### config.mk
export PLATFORM = sky130hd
export DESIGN_NAME = codec_ctrl_responder_flat
export DESIGN_NICKNAME = d
export VERILOG_FILES = /design/src/rtl/codec_ctrl_responder_if.sv /design/src/rtl/codec_ctrl_responder.sv /design/src/flat_wrapper.sv
export SDC_FILE = /design/constraint.sdc
export NUM_CORES = 1
export LEC_CHECK = 0
export CORE_UTILIZATION = 50
export CTS_BUF_LIST = sky130_fd_sc_hd__clkbuf_4
export CTS_CLUSTER_DIAMETER = 200
export DETAILED_ROUTE_END_ITERATION = 16
export MAX_ROUTING_LAYER = met4
export PLACE_DENSITY = 0.72
export RECOVER_POWER = 50
export SLEW_MARGIN = 5
export SYNTH_ARGS = -nofsm -noshare
export SYNTH_HDL_FRONTEND = slang
export SYNTH_SLANG_ARGS = --single-unit
### constraint.sdc
create_clock -name clk -period 3.9 [get_ports clk]
set_clock_uncertainty 0.15 [all_clocks]
set_input_delay 0.78 -clock clk [delete_from_list [all_inputs] [get_ports clk]]
set_output_delay 0.78 -clock clk [all_outputs]
set_load 0.05 [all_outputs]
### src/rtl/codec_ctrl_responder_if.sv
// Serial control link between the codec configurator (master) and the responder (slave).
// The slave treats cs, spi_sck and spi_mosi as asynchronous inputs.
interface codec_ctrl_responder_if;
    logic cs;
    logic spi_sck;
    logic spi_mosi;

    modport master (output cs, output spi_sck, output spi_mosi);
    modport slave  (input  cs, input  spi_sck, input  spi_mosi);
endinterface

### src/rtl/codec_ctrl_responder.sv
// In-fabric model of the codec 3-wire control port: shifts 16-bit words, decodes 7-bit
// address plus 9-bit data into a register file with power-on defaults, and reports writes.
module codec_ctrl_responder #(
    parameter int         SYNC_STAGES = 2,
    parameter int         NUM_REGS    = 10,
    parameter logic [6:0] RESET_ADDR  = 7'h0F
) (
    input  logic                  clk,
    input  logic                  reset_n,
    codec_ctrl_responder_if.slave link,
    output logic                  wr_valid,
    output logic [6:0]            wr_addr,
    output logic [8:0]            wr_data,
    output logic                  soft_reset,
    output logic                  addr_err,
    output logic                  frame_err,
    input  logic [3:0]            rd_addr,
    output logic [8:0]            rd_data,
    output logic                  active,
    output logic [8:0]            pwr_down,
    output logic [6:0]            dai_fmt,
    output logic [6:0]            samp_ctrl
);

    localparam int         IDXW       = $clog2(NUM_REGS);
    localparam logic [6:0] NUM_REGS_A = 7'(NUM_REGS);

    typedef enum logic [1:0] {
        ST_IDLE   = 2'd0,
        ST_COMMIT = 2'd1,
        ST_BOTH   = 2'd2
    } state_e;

    function automatic logic [8:0] reg_default(input int idx);
        logic [8:0] val;
        case (idx)
            0:       val = 9'h097;
            1:       val = 9'h097;
            2:       val = 9'h079;
            3:       val = 9'h079;
            4:       val = 9'h00A;
            5:       val = 9'h008;
            6:       val = 9'h09F;
            7:       val = 9'h00A;
            8:       val = 9'h000;
            9:       val = 9'h000;
            default: val = 9'h000;
        endcase
        return val;
    endfunction

    logic [SYNC_STAGES-1:0] cs_sync_q, sck_sync_q, mosi_sync_q;
    logic                   cs_hist_q, sck_hist_q;
    logic                   cs_s, sck_s, mosi_s, cs_rise_s, sck_rise_s;

    state_e      state_q, state_d;
    logic [15:0] shift_q, shift_d, shift_nxt_s;
    logic [4:0]  bitcnt_q, bitcnt_d, cnt_nxt_s;
    logic [6:0]  word_addr_q, word_addr_d;
    logic [8:0]  word_data_q, word_data_d;
    logic [8:0]  regs_q [NUM_REGS];
    logic [8:0]  regs_d [NUM_REGS];
    logic        wr_valid_q, wr_valid_d;
    logic        soft_reset_q, soft_reset_d;
    logic        addr_err_q, addr_err_d;
    logic        frame_err_q, frame_err_d;
    logic [6:0]  wr_addr_q, wr_addr_d;
    logic [8:0]  wr_data_q, wr_data_d;
    logic [8:0]  rd_data_q, rd_data_d;
    logic [IDXW-1:0] idx_s, idx_nx_s;
    logic [6:0]  new_addr_s;

    // Input synchronizers plus one history flop for edge detection.
    always_ff @(posedge clk or negedge reset_n) begin
        if (!reset_n) begin
            cs_sync_q   <= {SYNC_STAGES{1'b1}};
            sck_sync_q  <= {SYNC_STAGES{1'b0}};
            mosi_sync_q <= {SYNC_STAGES{1'b0}};
            cs_hist_q   <= 1'b1;
            sck_hist_q  <= 1'b0;
        end else begin
            cs_sync_q   <= {cs_sync_q[SYNC_STAGES-2:0], link.cs};
            sck_sync_q  <= {sck_sync_q[SYNC_STAGES-2:0], link.spi_sck};
            mosi_sync_q <= {mosi_sync_q[SYNC_STAGES-2:0], link.spi_mosi};
            cs_hist_q   <= cs_sync_q[SYNC_STAGES-1];
            sck_hist_q  <= sck_sync_q[SYNC_STAGES-1];
        end
    end

    assign cs_s       = cs_sync_q[SYNC_STAGES-1];
    assign sck_s      = sck_sync_q[SYNC_STAGES-1];
    assign mosi_s     = mosi_sync_q[SYNC_STAGES-1];
    assign cs_rise_s  = cs_s & ~cs_hist_q;
    assign sck_rise_s = sck_s & ~sck_hist_q;
    assign new_addr_s = shift_nxt_s[15:9];

    // Next-state logic: shifter, frame latch, commit FSM, register file and readback.
    always_comb begin
        shift_nxt_s = shift_q;
        cnt_nxt_s   = bitcnt_q;
        if (sck_rise_s) begin
            shift_nxt_s = {shift_q[14:0], mosi_s};
            cnt_nxt_s   = (bitcnt_q == 5'd31) ? 5'd31 : bitcnt_q + 5'd1;
        end else begin
            cnt_nxt_s   = bitcnt_q;
        end

        state_d      = state_q;
        shift_d      = shift_nxt_s;
        bitcnt_d     = cs_rise_s ? 5'd0 : cnt_nxt_s;
        word_addr_d  = word_addr_q;
        word_data_d  = word_data_q;
        regs_d       = regs_q;
        wr_valid_d   = 1'b0;
        soft_reset_d = 1'b0;
        addr_err_d   = 1'b0;
        frame_err_d  = 1'b0;
        wr_addr_d    = wr_addr_q;
        wr_data_d    = wr_data_q;
        idx_s        = word_addr_q[IDXW-1:0];
        idx_nx_s     = idx_s + {{(IDXW-1){1'b0}}, 1'b1};

        case (state_q)
            ST_IDLE: begin
                if (cs_rise_s && (cnt_nxt_s >= 5'd16)) begin
                    word_addr_d = new_addr_s;
                    word_data_d = shift_nxt_s[8:0];
                    state_d     = ST_COMMIT;
                    // Write/error pulses are registered here so they line up with COMMIT.
                    if (new_addr_s < NUM_REGS_A) begin
                        wr_valid_d = 1'b1;
                        wr_addr_d  = new_addr_s;
                        wr_data_d  = shift_nxt_s[8:0];
                    end else if (new_addr_s == RESET_ADDR) begin
                        wr_valid_d   = 1'b1;
                        soft_reset_d = 1'b1;
                        wr_addr_d    = RESET_ADDR;
                        wr_data_d    = shift_nxt_s[8:0];
                    end else begin
                        addr_err_d = 1'b1;
                    end
                end else if (cs_rise_s) begin
                    frame_err_d = 1'b1;
                end else begin
                    state_d = ST_IDLE;
                end
            end
            ST_COMMIT: begin
                frame_err_d = cs_rise_s;
                if (word_addr_q < NUM_REGS_A) begin
                    regs_d[idx_s] = word_data_q;
                end else if (word_addr_q == RESET_ADDR) begin
                    for (int i = 0; i < NUM_REGS; i++) begin
                        regs_d[i] = reg_default(i);
                    end
                end else begin
                    regs_d = regs_q;
                end
                // LRINBOTH / LRHPBOTH mirror the write into the paired right-channel register.
                if (((word_addr_q == 7'h00) || (word_addr_q == 7'h02)) && word_data_q[8]) begin
                    state_d    = ST_BOTH;
                    wr_valid_d = 1'b1;
                    wr_addr_d  = word_addr_q + 7'd1;
                    wr_data_d  = word_data_q;
                end else begin
                    state_d = ST_IDLE;
                end
            end
            ST_BOTH: begin
                frame_err_d      = cs_rise_s;
                regs_d[idx_nx_s] = word_data_q;
                state_d          = ST_IDLE;
            end
            default: begin
                state_d = ST_IDLE;
            end
        endcase

        if ({3'b000, rd_addr} < NUM_REGS_A) begin
            rd_data_d = regs_d[rd_addr];
        end else begin
            rd_data_d = 9'h000;
        end
    end

    // State, datapath and register-file flops.
    always_ff @(posedge clk or negedge reset_n) begin
        if (!reset_n) begin
            state_q      <= ST_IDLE;
            shift_q      <= 16'h0000;
            bitcnt_q     <= 5'd0;
            word_addr_q  <= 7'h00;
            word_data_q  <= 9'h000;
            wr_valid_q   <= 1'b0;
            soft_reset_q <= 1'b0;
            addr_err_q   <= 1'b0;
            frame_err_q  <= 1'b0;
            wr_addr_q    <= 7'h00;
            wr_data_q    <= 9'h000;
            rd_data_q    <= 9'h000;
            for (int i = 0; i < NUM_REGS; i++) begin
                regs_q[i] <= reg_default(i);
            end
        end else begin
            state_q      <= state_d;
            shift_q      <= shift_d;
            bitcnt_q     <= bitcnt_d;
            word_addr_q  <= word_addr_d;
            word_data_q  <= word_data_d;
            wr_valid_q   <= wr_valid_d;
            soft_reset_q <= soft_reset_d;
            addr_err_q   <= addr_err_d;
            frame_err_q  <= frame_err_d;
            wr_addr_q    <= wr_addr_d;
            wr_data_q    <= wr_data_d;
            rd_data_q    <= rd_data_d;
            for (int i = 0; i < NUM_REGS; i++) begin
                regs_q[i] <= regs_d[i];
            end
        end
    end

    assign wr_valid   = wr_valid_q;
    assign wr_addr    = wr_addr_q;
    assign wr_data    = wr_data_q;
    assign soft_reset = soft_reset_q;
    assign addr_err   = addr_err_q;
    assign frame_err  = frame_err_q;
    assign rd_data    = rd_data_q;
    assign active     = regs_q[9][0];
    assign pwr_down   = regs_q[6];
    assign dai_fmt    = regs_q[7][6:0];
    assign samp_ctrl  = regs_q[8][6:0];

endmodule
### src/flat_wrapper.sv
// flat-port wrapper written by rule: the top's interface ports become plain ports
module codec_ctrl_responder_flat 
#(
    parameter int         SYNC_STAGES = 2,
    parameter int         NUM_REGS    = 10,
    parameter logic [6:0] RESET_ADDR  = 7'h0F
)
  (clk, reset_n, wr_valid, wr_addr, wr_data, soft_reset, addr_err, frame_err, rd_addr, rd_data, active, pwr_down, dai_fmt, samp_ctrl, link_cs, link_spi_sck, link_spi_mosi);
  codec_ctrl_responder_if link_i ();
  input  logic clk;
  input  logic reset_n;
  output logic wr_valid;
  output logic [6:0] wr_addr;
  output logic [8:0] wr_data;
  output logic soft_reset;
  output logic addr_err;
  output logic frame_err;
  input  logic [3:0] rd_addr;
  output logic [8:0] rd_data;
  output logic active;
  output logic [8:0] pwr_down;
  output logic [6:0] dai_fmt;
  output logic [6:0] samp_ctrl;
  input wire logic [$bits(link_i.cs)-1:0] link_cs;
  input wire logic [$bits(link_i.spi_sck)-1:0] link_spi_sck;
  input wire logic [$bits(link_i.spi_mosi)-1:0] link_spi_mosi;
  assign link_i.cs = link_cs;
  assign link_i.spi_sck = link_spi_sck;
  assign link_i.spi_mosi = link_spi_mosi;
  codec_ctrl_responder #(.SYNC_STAGES(SYNC_STAGES), .NUM_REGS(NUM_REGS), .RESET_ADDR(RESET_ADDR)) u_core (.clk(clk), .reset_n(reset_n), .link(link_i), .wr_valid(wr_valid), .wr_addr(wr_addr), .wr_data(wr_data), .soft_reset(soft_reset), .addr_err(addr_err), .frame_err(frame_err), .rd_addr(rd_addr), .rd_data(rd_data), .active(active), .pwr_down(pwr_down), .dai_fmt(dai_fmt), .samp_ctrl(samp_ctrl));
endmodule
# ---- Word level (Yosys, flattened, before mapping)
# Cells that the tools add are included.
dict set report word_totals {
  register_bits 166
  latchBits 0
  ram_bits 0
  rom_bits 0
  input_bits 9
  out_inout_bits 53
  word_cells 113
  n_memories 0
}
dict set report op_classes {
  n_addsub 3
  multipliers 0
  n_div 0
  n_lt_le_gt_ge 9
  n_eq_ne 10
  shift 0
  mux 46
  bitwise_logic 7
  reduce_logical 11
}
# op n
set op_table {}
lappend op_table {{90-bit bitwise mux} 2}
lappend op_table {{90-bit 2-to-1 mux} 2}
lappend op_table {{90-bit case mux with 2 select lines} 1}
lappend op_table {{9-bit 2-to-1 mux} 9}
lappend op_table {{9-bit demux with 4-bit select} 2}
lappend op_table {{9-bit binary-select mux with 4-bit select} 1}
lappend op_table {{7-bit 2-to-1 mux} 4}
lappend op_table {{5-bit >= comparator, second input constant} 4}
lappend op_table {{9-bit case mux with 2 select lines} 1}
lappend op_table {{16-bit 2-to-1 mux} 1}
lappend op_table {{5-bit 2-to-1 mux} 3}
lappend op_table {{4-bit NOT with 5-bit output} 3}
lappend op_table {{7-bit by 4-bit equality test with 1-bit output, second input constant} 2}
lappend op_table {{7-bit by 4-bit < comparator with 1-bit output, second input constant} 2}
lappend op_table {{7-bit case mux with 2 select lines} 1}
lappend op_table {{1-bit 2-to-1 mux} 13}
lappend op_table {{5-bit by 1-bit < comparator with 1-bit output, second input constant} 2}
lappend op_table {{7-bit by 1-bit adder with 7-bit output, second input constant} 1}
lappend op_table {{7-bit by 2-bit equality test with 1-bit output, second input constant} 1}
lappend op_table {{7-bit logical NOT} 1}
lappend op_table {{2-bit 2-to-1 mux} 3}
lappend op_table {{5-bit by 1-bit adder with 5-bit output, second input constant} 1}
lappend op_table {{5-bit equality test, second input constant} 1}
lappend op_table {{4-bit by 1-bit adder with 4-bit output, second input constant} 1}
lappend op_table {{17 further kinds} 24}

# ---- Longest topological paths before layout
dict set report logic_depth {
  word_depth 12
  mapped_depth 11
  ltp_nobuf 9
}

# ---- Worst setup path before layout
# Ideal clock, no wire load.
dict set report synth_path {
  path_type {register to register}
  from {register u_core.word_addr_q[1]}
  to {register u_core.rd_data_q[6] (netlist: u_core.rd_data[6])}
  setup_time_ps 130
  t_arrival_ps 2400
  t_required_ps 3620
  slack_ps 1220
  path_stages_with_launch 11
  n_path_buf 1
  synth_period_minus_slack_ps 2680
  cell_sequence {dfrtp_1 inv_1 ha_1 clkbuf_1 or3b_2 nor2_1 o211ai_1 and3_1 a311o_1 o2111ai_1 o32ai_1}
}
dict set report synth_via {
  elab_chain_len 12
  word_cells_on_any_way 24
  cone_classes {add/sub (1); order compare (5); eq/ne (1); mux (13); bitwise (2); reduce/logical (2)}
}
# element line
set synth_lines {}
lappend synth_lines {{start, declared} codec_ctrl_responder.sv:59} ;# logic [6:0] word_addr_q, word_addr_d;
lappend synth_lines {{start signal, assigned} codec_ctrl_responder.sv:208} ;# word_addr_q <= word_addr_d;
lappend synth_lines {{4-bit by 1-bit adder with 4-bit output or 4-bit NOT with 5-bit output (tied branches)} {codec_ctrl_responder.sv:121, codec_ctrl_responder.sv:151}}
lappend synth_lines {{4-bit NOT with 5-bit output (not written as such), or another cell as far along} codec_ctrl_responder.sv:171} ;# regs_d[idx_nx_s] = word_data_q;
lappend synth_lines {{5-bit >= comparator (not written as such), or another cell as far along} codec_ctrl_responder.sv:171}
lappend synth_lines {{1-bit logical AND (not written as such) or 9-bit 2-to-1 mux (tied branches)} {codec_ctrl_responder.sv:171, codec_ctrl_responder.sv:151}}
lappend synth_lines {{9-bit 2-to-1 mux (not written as such) or 9-bit demux with 4-bit select (tied branches)} {codec_ctrl_responder.sv:171, codec_ctrl_responder.sv:151}}
lappend synth_lines {{9-bit demux with 4-bit select or 90-bit bitwise mux (tied branches)} {codec_ctrl_responder.sv:171, codec_ctrl_responder.sv:151}}
lappend synth_lines {{90-bit bitwise mux or 90-bit 2-to-1 mux (tied branches)} {codec_ctrl_responder.sv:171, codec_ctrl_responder.sv:150}}
lappend synth_lines {{90-bit case mux with 2 select lines *} codec_ctrl_responder.sv:123} ;# case (state_q)
lappend synth_lines {{9-bit binary-select mux with 4-bit select *} codec_ctrl_responder.sv:180} ;# rd_data_d = regs_d[rd_addr];
lappend synth_lines {{9-bit 2-to-1 mux (not written as such) * (2 in a row)} codec_ctrl_responder.sv:180}
lappend synth_lines {{9-bit 2-to-1 mux *} codec_ctrl_responder.sv:179} ;# if ({3'b000, rd_addr} < NUM_REGS_A) begin
lappend synth_lines {{net u_core.rd_data_d[6]} codec_ctrl_responder.sv:69} ;# logic [8:0] rd_data_q, rd_data_d;
lappend synth_lines {{end signal, assigned} codec_ctrl_responder.sv:216} ;# rd_data_q <= rd_data_d;
lappend synth_lines {{end, declared} codec_ctrl_responder.sv:69}
# The timed path passes the listed nets; every way through them passes the cells marked *. The select of a mux whose other input is x is not followed.
# A chain may end at the register's enable or synchronous reset.

==> results_dict.tcl <==
set metrics [dict create \
    initial_core_util_pct 51.20 \
    route.detailed.drc 0 \
    synth_area_sq_mm 0.008856 \
    max_stage_delay_ns 0.61 \
    outcome "complete, but fails checks" \
    antenna_found_initial 1 \
    synth_area_leaders "dfrtp_1 37%, dfstp_2 10%, nand2_1 6.6%" \
    grt_overflow 0 \
    holdPathEnd "u_core.sck_sync_q[1]" \
    irDropWorstVdd_v 0.0002287 \
    r2r_setup_slack_ns 0.41 \
    cts_tree "yes" \
    cts_setup_buffers 0 \
    syn_inst 956 \
    reg2reg_from "u_core.word_addr_q[1]" \
    ys_types 83 \
    cp.arrival_ns 3.82 \
    die_x_microns 135.1 \
    cts_hold_buf 0 \
    ys_seq_area_share_pct 47.39 \
    clock_sinks 166 \
    leakagePower_nw 4.117 \
    vias 8026 \
    root_buffer "clkbuf_4" \
    post-route-min-period_ns 3.486 \
    port_buffers 61 \
    violations "max-capacitance violations, max-slew violations" \
    r2r_end "u_core.rd_data[4]" \
    first_iter_violations 1017 \
    synth_edf_count 0 \
    ant_nets 0 \
    rows 48 \
    critPathLaunchType "flip-flop" \
    crit_slowest_cell "dfrtp_1" \
    wl_per_cell_microns 23.69 \
    layout-drive-gt1-share_pct 12.85 \
    synth-seq-cells 166 \
    grt_max_degree 83 \
    dieHeight_microns 135.1 \
    path_clk_slew_ns 0.18 \
    boundaryPins 62 \
    die_area_sq_mm 0.01825 \
    synth_top_cell_area_share_pct 37.30 \
    tns_ns 0 \
    grt_util_all_layers_pct 34.25 \
    cts_max_level 4 \
    clk_latency_ns 0.61 \
    post_cts_resized 0 \
    worstRegToRegCells 8 \
    synth_top_area_cell "dfrtp_1" \
    power.density_mw_per_mm2 335.1 \
    synth_top_flop_cell "dfrtp_1" \
    cp_max_fo 13 \
    worstMarginPinSlew_ns 1.962 \
    critPathKind "reg2reg" \
    hold_path.startpoint "u_core.sck_sync_q[0]" \
    place_congestion 1.108 \
    num-nets-final 1003 \
    coreArea_sq_mm 0.01730 \
    clockBufferDepth 2 \
    path_cells "ha_1 > or3b_1 > o21ai_0 > o22ai_2 > a22o_1 > or3_1 > o22ai_1 > o31ai_1" \
    hp-class "reg2reg" \
    numCtsBuffers 17 \
    viasPerCell 6.568 \
    first_pass_iters 6 \
    slew_headroom_pct -30.82 \
    hpwlAfterDp_microns 21260 \
    rsz0062_at_grt "false" \
    grt_pass1_vias 7467 \
    synth.avg_cell_area_sq_um 9.264 \
    async_reset_ff_share_pct 100.0 \
    synth.most_common_cell "nand2_1" \
    dp_cells 1189 \
    syn2layout_area_growth_pct 10.77 \
    yosys_warnings 0 \
    min_path_cells 0 \
    grt_pass1_wl_microns 44630 \
    slew_violations 83 \
    fmax_mhz 286.8 \
    syn-num-nets 976 \
    synth_common_cells "156 x nand2_1, 132 x dfrtp_1, 82 x o21ai_0" \
    fin_cells 1222 \
    maxCapViolCount 1 \
    finalSetupViolCount 0 \
    hold_violations 0 \
    totalWireLength_microns 28950 \
    finalCritPeriodShare_pct 89.39 \
    critical_path_required_ns 4.23 \
    endpoint_kind "flip-flop" \
]
-- layout by cell type (no fill, tap or decap), types with 6 or more instances in the layout --
master and count:
nor2_1 69, nand2_1 156, a32o_1 7, clkbuf_4 17
nand4_1 6, inv_8 7, and2_1 15, o211ai_1 17
a211oi_1 11, inv_1 29, dfrtp_1 132, nor3_1 7
a22oi_1 6, buf_4 26, o2111ai_1 6, a21oi_1 48
o32ai_1 6, ha_1 11, mux2i_1 16, a221oi_1 10
a22o_1 8, nand2b_1 7, dfstp_2 34, o22ai_1 19
o221ai_1 14, a21o_1 7, nand3_1 22, o21ai_0 82
o21ai_1 10, a31oi_1 6, clkdlybuf4s50_1 57
-- area by class of cell --
class                   instances  area, sq um
clock inverters                15        151.4
flip-flops and latches        166         4197
multi-input cells             679         4126
clock buffers                  17        127.6
fillers                      1593         7487
well taps                     225        281.5
repair buffers                 89        810.8
diodes                          1        2.502
inverters                      30        112.6
-- critical path: cells and delay by family, from the launching register on --
kind	cells	cell delay [ns]
flip-flops	1	0.61
adder cells (fa/ha/maj)	1	0.44
AO/OA/AOI/OAI	5	1.36
AND/OR/NAND/NOR	2	0.79
-- power breakdown --
| part | internal [mW] | switching (mW) |
|---|---|---|
| logic | 0.135 | 0.266 |
| clock network | 0.294 | 0.736 |
| registers | 1.80 | 0.0553 |
-- logic make-up (layout without fill, tap and decap cells) --
kind of cell	count (synthesis)	after routing	share of synthesized area, %
adder cells (fa/ha/maj)	11	11	1.554
XOR/XNOR	1	1	0.09892
buffers and inverters	111	151	6.047
other	0	1	0
flip-flops	166	166	47.39
AO/OA/AOI/OAI	318	318	25.01
multiplexers	20	20	2.317
AND/OR/NAND/NOR	329	329	17.59
-- per-layer routing --
layer  vias to the layer above  track usage, %  share of wire (%)
met3                       101           8.483                 10
met4                         0           15.86                4.9
met5                         -               -                  0
met2                       501           45.81                 42
met1                      3882           48.37                 43
li1                       3542               -                  -
-- how the worst max path moves through the flow --
stage | endpoint | startpoint | slack [ns] | cells past startpoint
global route | u_core.regs_q[43] | reset_n | 0.26 | 2
finish | u_core.rd_data[4] | u_core.word_addr_q[1] | 0.41 | 8
detailed placement | u_core.rd_data[4] | u_core.word_addr_q[1] | 0.57 | 8
floorplan | u_core.rd_data[6] | u_core.word_addr_q[1] | 1.22 | 10
global placement | u_core.rd_data[4] | u_core.word_addr_q[1] | 0.52 | 8
CTS | u_core.rd_data[4] | u_core.word_addr_q[1] | 0.51 | 8
-- through the flow --
step / setup slack, ns / util [%] / instance area (sq um) / hold slack [ns] / total power [mW]
4_1_cts: 0.5146 / 56.85 / 9833 / 0.04919 / 3.308
6_report: 0.4137 / 56.71 / 9809 / 0.2035 / 3.287
5_1_grt: 0.2559 / 56.71 / 9809 / 0.2218 / 3.433
2_1_floorplan: 1.220 / - / 8856 / 0.1812 / 2.127
3_3_place_gp: 0.5247 / 55.24 / 9554 / 0.1836 / 2.275
3_5_place_dp: 0.5685 / 55.24 / 9554 / 0.1865 / 2.286
-- sequential cells by signal, summed over array words and instances (netlist names), 5 cells and up --
signal and flops:
u_core.word_data_q 9, u_core.dai_fmt 7, u_core.shift_q 16, u_core.wr_addr 7
u_core.samp_ctrl 7, u_core.pwr_down 9, u_core.rd_data 9, u_core.wr_data 9
u_core.bitcnt_q 5, u_core.regs_q 66, u_core.word_addr_q 7
Note: power is estimated with default switching activity, not from simulation.
